<file path="config.mk">
export PLATFORM = sky130hd
export DESIGN_NAME = eth_axis_rx_packer
export DESIGN_NICKNAME = d
export VERILOG_FILES = /design/src/rtl/eth_axis_rx_packer.sv
export SDC_FILE = /design/constraint.sdc
export NUM_CORES = 1
export LEC_CHECK = 0
export ABC_AREA = 1
export CAP_MARGIN = 10
export CORE_UTILIZATION = 36
export DETAILED_ROUTE_END_ITERATION = 8
export DONT_BUFFER_PORTS = 1
export SKIP_LAST_GASP = 1
export SLEW_MARGIN = 20
export SYNTH_ARGS = -nofsm -noshare
export SYNTH_HDL_FRONTEND = slang
export SYNTH_SLANG_ARGS = --single-unit
</file>
<file path="constraint.sdc">
create_clock -name clk_i -period 5.7 [get_ports clk_i]
set_clock_uncertainty 0.1 [all_clocks]
set_input_delay 0.57 -clock clk_i [delete_from_list [all_inputs] [get_ports clk_i]]
set_output_delay 0.57 -clock clk_i [all_outputs]
set_load 0.02 [all_outputs]
</file>
<file path="src/rtl/eth_axis_rx_packer.sv">
// eth_axis_rx_packer
// Packs a byte-wide AXI-Stream receive path into OUT_BYTES-wide words and
// buffers them in a FIFO_DEPTH-entry word FIFO.
//
// Ports:
//   clk_i              single clock, rising edge
//   rstn_i             synchronous active-low reset
//   s_axis_tdata/tvalid/tuser/tlast  byte input; tuser is a per-byte error flag
//   s_axis_tready      high while the word FIFO is not full
//   m_axis_tdata       packed word, first accepted byte in [7:0]
//   m_axis_byte_count  valid bytes in the word (1..OUT_BYTES)
//   m_axis_tkeep       contiguous low-lane byte enables derived from byte_count
//   m_axis_tvalid/tlast/tuser        word valid / frame end / sticky frame error
//   m_axis_tready      downstream accepts the word
//   fifo_level_o       words currently stored (0..FIFO_DEPTH)
module eth_axis_rx_packer #(
    parameter int unsigned OUT_BYTES  = 4,
    parameter int unsigned FIFO_DEPTH = 16
) (
    input  logic                          clk_i,
    input  logic                          rstn_i,
    input  logic [7:0]                    s_axis_tdata,
    input  logic                          s_axis_tvalid,
    input  logic                          s_axis_tuser,
    input  logic                          s_axis_tlast,
    output logic                          s_axis_tready,
    output logic [8*OUT_BYTES-1:0]        m_axis_tdata,
    output logic [$clog2(OUT_BYTES):0]    m_axis_byte_count,
    output logic [OUT_BYTES-1:0]          m_axis_tkeep,
    output logic                          m_axis_tvalid,
    output logic                          m_axis_tlast,
    output logic                          m_axis_tuser,
    input  logic                          m_axis_tready,
    output logic [$clog2(FIFO_DEPTH):0]   fifo_level_o
);

    localparam int unsigned CW     = $clog2(OUT_BYTES) + 1;
    localparam int unsigned LW     = $clog2(FIFO_DEPTH) + 1;
    localparam int unsigned LANE_W = CW - 1;
    localparam int unsigned PW     = LW - 1;
    localparam int unsigned DW     = 8 * OUT_BYTES;
    localparam int unsigned EW     = DW + CW + 2;

    logic [LANE_W-1:0] lane_q;
    logic [7:0]        hold_q [OUT_BYTES-1];
    logic              err_q;

    logic [PW-1:0]     wr_ptr_q;
    logic [PW-1:0]     rd_ptr_q;
    logic [LW-1:0]     level_q;
    logic [EW-1:0]     mem_q [FIFO_DEPTH];

    logic              accept;
    logic              pop;
    logic              commit;
    logic [DW-1:0]     word;
    logic [CW-1:0]     word_cnt;
    logic              word_user;
    logic [EW-1:0]     rd_entry;

    assign s_axis_tready = (level_q < LW'(FIFO_DEPTH));
    assign m_axis_tvalid = (level_q != '0);
    assign fifo_level_o  = level_q;

    assign accept    = s_axis_tvalid & s_axis_tready;
    assign pop       = m_axis_tvalid & m_axis_tready;
    assign commit    = accept & ((lane_q == LANE_W'(OUT_BYTES - 1)) | s_axis_tlast);
    assign word_cnt  = {1'b0, lane_q} + CW'(1);
    assign word_user = err_q | s_axis_tuser;

    // Holding registers keep stale bytes from earlier words; lanes at or above
    // the current lane are masked here so unused upper lanes commit as zero.
    always_comb begin
        word = '0;
        for (int unsigned i = 0; i < OUT_BYTES - 1; i++) begin
            if (LANE_W'(i) < lane_q) begin
                word[8*i +: 8] = hold_q[i];
            end
        end
        word[{lane_q, 3'b000} +: 8] = s_axis_tdata;
    end

    always_ff @(posedge clk_i) begin
        if (!rstn_i) begin
            lane_q <= '0;
            err_q  <= 1'b0;
            for (int unsigned i = 0; i < OUT_BYTES - 1; i++) begin
                hold_q[i] <= '0;
            end
        end else if (accept) begin
            lane_q <= commit ? '0 : lane_q + LANE_W'(1);
            err_q  <= (commit & s_axis_tlast) ? 1'b0 : word_user;
            for (int unsigned i = 0; i < OUT_BYTES - 1; i++) begin
                if (!commit && lane_q == LANE_W'(i)) begin
                    hold_q[i] <= s_axis_tdata;
                end
            end
        end
    end

    // Word storage needs no reset: entries are only observed while counted in level_q.
    always_ff @(posedge clk_i) begin
        if (commit) begin
            mem_q[wr_ptr_q] <= {word_user, s_axis_tlast, word_cnt, word};
        end
    end

    always_ff @(posedge clk_i) begin
        if (!rstn_i) begin
            wr_ptr_q <= '0;
            rd_ptr_q <= '0;
            level_q  <= '0;
        end else begin
            if (commit) begin
                wr_ptr_q <= wr_ptr_q + PW'(1);
            end
            if (pop) begin
                rd_ptr_q <= rd_ptr_q + PW'(1);
            end
            case ({commit, pop})
                2'b10:   level_q <= level_q + LW'(1);
                2'b01:   level_q <= level_q - LW'(1);
                default: level_q <= level_q;
            endcase
        end
    end

    assign rd_entry = mem_q[rd_ptr_q];

    // Outputs are forced to zero while empty so reset and idle show clean zeros.
    always_comb begin
        m_axis_tdata      = '0;
        m_axis_byte_count = '0;
        m_axis_tlast      = 1'b0;
        m_axis_tuser      = 1'b0;
        if (m_axis_tvalid) begin
            m_axis_tdata      = rd_entry[DW-1:0];
            m_axis_byte_count = rd_entry[DW +: CW];
            m_axis_tlast      = rd_entry[DW+CW];
            m_axis_tuser      = rd_entry[DW+CW+1];
        end
    end

    always_comb begin
        m_axis_tkeep = '0;
        for (int unsigned i = 0; i < OUT_BYTES; i++) begin
            m_axis_tkeep[i] = (CW'(i) < m_axis_byte_count);
        end
    end

endmodule

</file>
# After elaboration in Yosys (flattened, before gate mapping)
# Memories as Yosys holds them, arrays and structs flattened. A register that Yosys moved wholly into a read port is not among the register bits.
# Index checks and enable logic that the tools add are counted.
[totals] out_inout_bits=48 input_bits=14 mem_bits_rw=616 n_memories=2 regBits=16
[op_classes] bitwise_logic=9 n_eq_ne=5 shifts=2 mux=31 reduce_logical=7 magnitude_cmp=8 addsub=7
[mem_list] memory="mem_q" depth=16 width=37 read_ports=1 rd_ports_with_merged_regs=1 wr=1 line_no="51" rtl="logic [EW-1:0] mem_q [FIFO_DEPTH];"
[mem_list] memory="hold_q" depth=3 width=8 read_ports=3 rd_ports_with_merged_regs=0 wr=3 line_no="45" rtl="logic [7:0] hold_q [OUT_BYTES-1];"
[op_table] op="8-bit two-way mux" count=6
[op_table] op="32-bit bitwise mux" count=1
[op_table] op="32-bit two-way mux" count=1
[op_table] op="8-bit by 7-bit variable shift with 32-bit output, first input constant" count=1
[op_table] op="8-bit by 7-bit indexed part select with 32-bit output" count=1
[op_table] op="1-bit two-way mux" count=18
[op_table] op="5-bit case mux with 2 select lines" count=1
[op_table] op="4-bit by 1-bit adder with 4-bit output, second input constant" count=2
[op_table] op="4-bit two-way mux" count=2
[op_table] op="5-bit negation with 7-bit output" count=1
[op_table] op="2-bit equality test, second input constant" count=3
[op_table] op="1-bit by 3-bit < comparator with 1-bit output, first input constant" count=2
[op_table] op="2-bit by 3-bit < comparator with 1-bit output, first input constant" count=2
[op_table] op="5-bit by 1-bit adder with 5-bit output, second input constant" count=1
[op_table] op="5-bit < comparator, second input constant" count=1
[op_table] op="1-bit OR" count=5
[op_table] op="5-bit nonzero test" count=1
[op_table] op="5-bit by 1-bit subtractor with 5-bit output, second input constant" count=1
[op_table] op="1-bit AND" count=4
[op_table] op="2-bit by 1-bit equality test with 1-bit output, second input constant" count=2
[op_table] op="1-bit by 2-bit < comparator with 1-bit output, first input constant" count=2
[op_table] op="2-bit by 1-bit adder with 3-bit output, second input constant" count=1
[op_table] op="1-bit logical AND" count=3
[op_table] op="3-bit two-way mux" count=1
[op_table] op="6 further kinds" count=6

# Logic depth before layout (Yosys ltp)
[logic_depth] ltp_word=10 ltp_mapped=15

# Worst setup path before layout
# Ideal clock, no wire load.
[synth_path] kind="register -> register" from="reg lane_q[0]" to="mem mem_q[11][0] (netlist bit), enable pin" setup_slack_ns=2.334 n_path_buf=0 stages_incl_launch_ff=8 synth_period_minus_slack_ns=3.366 t_arrival_ns=2.834 cell_sequence="dfxtp_1 > ha_1 > inv_1 > nand2_1 > nand2_1 > nor2_1 > nand2_1 > nor2_1"
[synth_via] elab_chain_len=5
[synth_lines] item="from (decl)" line_no="44" rtl="logic [LANE_W-1:0] lane_q;"
[synth_lines] item="from (signal assigned)" line_no="91" rtl="lane_q <= commit ? '0 : lane_q + LANE_W'(1);"
[synth_lines] item="2-bit equality test" line_no="67" rtl="assign commit = accept & ((lane_q == LANE_W'(OUT_BYTES - 1)) | s_axis_tlast);"
[synth_lines] item="1-bit OR" line_no="67"
[synth_lines] item="1-bit AND" line_no="67"
[synth_lines] item="1-bit two-way mux" line_no="103" rtl="if (commit) begin"
[synth_lines] item="1-bit two-way mux (not written as such)" line_no="104" rtl="mem_q[wr_ptr_q] <= {word_user, s_axis_tlast, word_cnt, word};"
[synth_lines] item="to (decl)" line_no="51"
# No other way between the ends.

# Final worst setup path
[layout_path] from="reg lane_q[0]" to="mem mem_q[13][32] (netlist bit), enable pin"
# Same word-level chain as after synthesis.

==> run_results.csv <==
group,metric,value,unit
outcome,status,"completed",
synth,syn_area,25400,sq um
timing,setup_tns,0,ns
placement,gp_congestion,0.923,
clock_network,htree_levels,2,
timing,fin_crit,3.93,ns
synth,syn-num-nets,1949,
clock_network,cts_buffer_depth,3,
clock_network,clk_pin_slew,0.06,ns
routing,drtIter0Drc,1642,
hold_path,whs_path_depth,2,
power,powerDensity,428,nW/um^2
synth,synthDominantCellAreaShare,0.727,
worst_setup_path,r2r_cells,8,
timing,relSlewSlack,0.238,
timing,slew_violations,0,
routing,wl_met3,4500,microns
worst_setup_path,critical_path.cell_chain,"ha_1, inv_1, nand2_1, nand2_1, inv_1, nand2_1, nor2_4, buf_4",
worst_setup_path,crit_path_frequent_cell,"nand2_1",
global_routing,antenna_found_initial,0,
synth,async_flop_share,0,
routing,drc,0,
timing,setup_viol,0,
placement,preCtsSetupSlack,1.79,ns
floorplan,die_y,268,microns
floorplan,initial_utilization,0.363,
worst_setup_path,worstSetupPathType,"flip-flop to flip-flop",
synth,synthFlopType,"edfxtp_1",
power,peakVddDrop,0.000261,V
global_routing,grt_overflow,0,
placement,portBuffers,0,
cells_and_area,n_antenna_cell,0,
floorplan,rows,97,
worst_setup_path,critPathArrivalTime,4.12,ns
hold_path,whs_endpoint,"rd_ptr_q[1]$_SDFFE_PN0P_",
clock_network,cts.sinks,636,
clock_network,cts_made_buffers,60,
run,drv_cap,0,
synth,synth_seq_area_share,0.743,
clock_network,tritoncts,"done",
global_routing,grt_pass1_vias,15641,
placement,hpwl,36900,microns
routing,drt-pass1-iter-count,5,
synth,yosysUniqueCellTypes,37,
cells_and_area,final_layout_size_suffix_gt1_frac,0.0949,
worst_setup_path,startpoint_type,"flip-flop",
hold_path,hold_path_class,"input pin to flip-flop",
routing,vias,15887,
placement,place_inst,2783,
worst_setup_path,slowest_stage,"nor2_4",
clock_network,root_buffer,"clkbuf_16",
routing,ant_nets,0,
worst_setup_path,regToRegEndpoint,"mem_q[13][32]$_DFFE_PP_",
synth,synth_top_cell_by_area,"edfxtp_1",
clock_network,cts_hold_buf,3,
routing,vias_per_cell,5.48,
cells_and_area,nFillCells,6399,
floorplan,core,70000,sq um
timing,max_freq,0.255,GHz
synth,synth_most_common_cell,"edfxtp_1",
timing,tightest_slew,1.14,ns
synth,yosysWarnings,0,
cells_and_area,area_growth,12.2,%
cells_and_area,stdcell_count,2899,
global_routing,grt_max_degree,204,
routing,met1_length,27800,microns
timing,min_period_over_period,0.689,
synth,synth-edff-count,616,
clock_network,cts_resized,0,
routing,wl_met2,32300,microns
clock_network,cts.repair_timing.setup_buffer_count,0,
synth,synth_common_cells,"edfxtp_1, nor2_1, o21ai_0, o221ai_1, nand3_1",
worst_setup_path,required,5.90,ns
clock_network,clkLatencyLatePin,0.62,ns
worst_setup_path,cpPeakStageDelay,0.84,ns
hold_path,hold_start,"rstn_i",
floorplan,die-area,71700,sq um
routing,dr.max_layer_used,"met4",
timing,rsz0062_at_grt,"false",
synth,synth_area_leaders,"edfxtp_1, o21ai_0, nor2_1, o221ai_1, nand3_1",
worst_setup_path,cp-end-kind,"flip-flop",
global_routing,grt_use_total,0.187,
worst_setup_path,r2r_setup_slack,1.77,ns
power,p_leak,8.99,nW
timing,setup_slack,1.77,ns
global_routing,grt_pass1_wl,100000,microns
worst_setup_path,r2r_start,"lane_q[0]$_SDFFE_PN0P_",
cells_and_area,finalNetCount,1936,
synth,synthCells,1921,
synth,syn_avg_cell_area,13.2,sq um
worst_setup_path,critPathMaxFanout,27,
routing,wire_per_inst,23.1,microns
synth,synth-seq-cells,636,
timing,finalHoldViolCount,0,
floorplan,io_pins,62,
worst_setup_path,crit_buf_inv,3,
worst_setup_path,critPathTopFamily,"simple AND/OR/NAND/NOR gates",
routing,wl,66900,microns
floorplan,die_w,268,microns
layer usage:
metal / track usage / vias up
li1: - / 7168
met1: 0.245 / 8011
met2: 0.310 / 572
met3: 0.0352 / 136
met4: 0.0675 / 0
met5: 0 / -
registers in the layout (all words and copies together), names as in the netlist, named ones only:
name	flops
mem_q	592
hold_q	24
fifo_level_o	5
rd_ptr_q	4
wr_ptr_q	4
lane_q	2
err_q	1
placed cells by master, fill, tap and decap left out, types with 15 or more instances in the layout:
cell and count:
o21ai_1 25, o221ai_1 107, o21ai_0 285, nor2_4 16, nor2_1 361, a21oi_1 48, dfxtp_1 17, o22ai_1 41
nand2_1 74, edfxtp_1 616, inv_1 48, clkinv_1 15, buf_4 47, clkbuf_16 61, nand3_1 88
power breakdown:
part	leakage, nW	internal [W]	switching, W
sequential	5.61	0.00526	0.0000888
clock	0.958	0.00224	0.00172
combinational	2.43	0.000664	0.00224
total	8.99	0.00816	0.00405
worst max path at each step:
stage | from | slack (ns) | end | cells after the start
after floorplan | lane_q[0]$_SDFFE_PN0P_ | 2.33 | mem_q[11][0]$_DFFE_PP_ | 7
after global placement | lane_q[0]$_SDFFE_PN0P_ | 1.75 | mem_q[0][6]$_DFFE_PP_ | 8
after detailed placement | lane_q[0]$_SDFFE_PN0P_ | 1.79 | mem_q[13][31]$_DFFE_PP_ | 8
after CTS | lane_q[0]$_SDFFE_PN0P_ | 1.78 | mem_q[13][32]$_DFFE_PP_ | 8
after global routing | lane_q[0]$_SDFFE_PN0P_ | 1.52 | mem_q[13][32]$_DFFE_PP_ | 8
final | lane_q[0]$_SDFFE_PN0P_ | 1.77 | mem_q[13][32]$_DFFE_PP_ | 8
cell type report:
cell class              instances  area, sq um  area share
well taps                     940         1180      0.0412
inverters                      54          220     0.00771
flip-flops and latches        636        18900       0.662
repair buffers                 55          490      0.0172
clock inverters                38          342      0.0120
clock buffers                  75         1620      0.0567
multi-input cells            1101         5790       0.203
stage by stage:
stage	area [sq um]	total power, W	hold slack (ns)	util
after floorplan	25400	0.00758	0.339	-
after global placement	26500	0.00830	0.356	0.378
after detailed placement	26500	0.00837	0.359	0.379
after CTS	28500	0.0123	0.0112	0.407
after global routing	28500	0.0127	0.0296	0.408
final	28500	0.0122	0.0356	0.408
logic make-up after synthesis:
| group | Yosys count | synth area share |
|---|---|---|
| adder cells (fa/ha/maj) | 14 | 0.00689 |
| flip-flops | 636 | 0.743 |
| buffers and inverters | 184 | 0.0369 |
| AO/OA/AOI/OAI | 529 | 0.124 |
| XOR/XNOR | 5 | 0.00172 |
| AND/OR/NAND/NOR | 553 | 0.0873 |
Note: power is estimated with default switching activity, not from simulation.
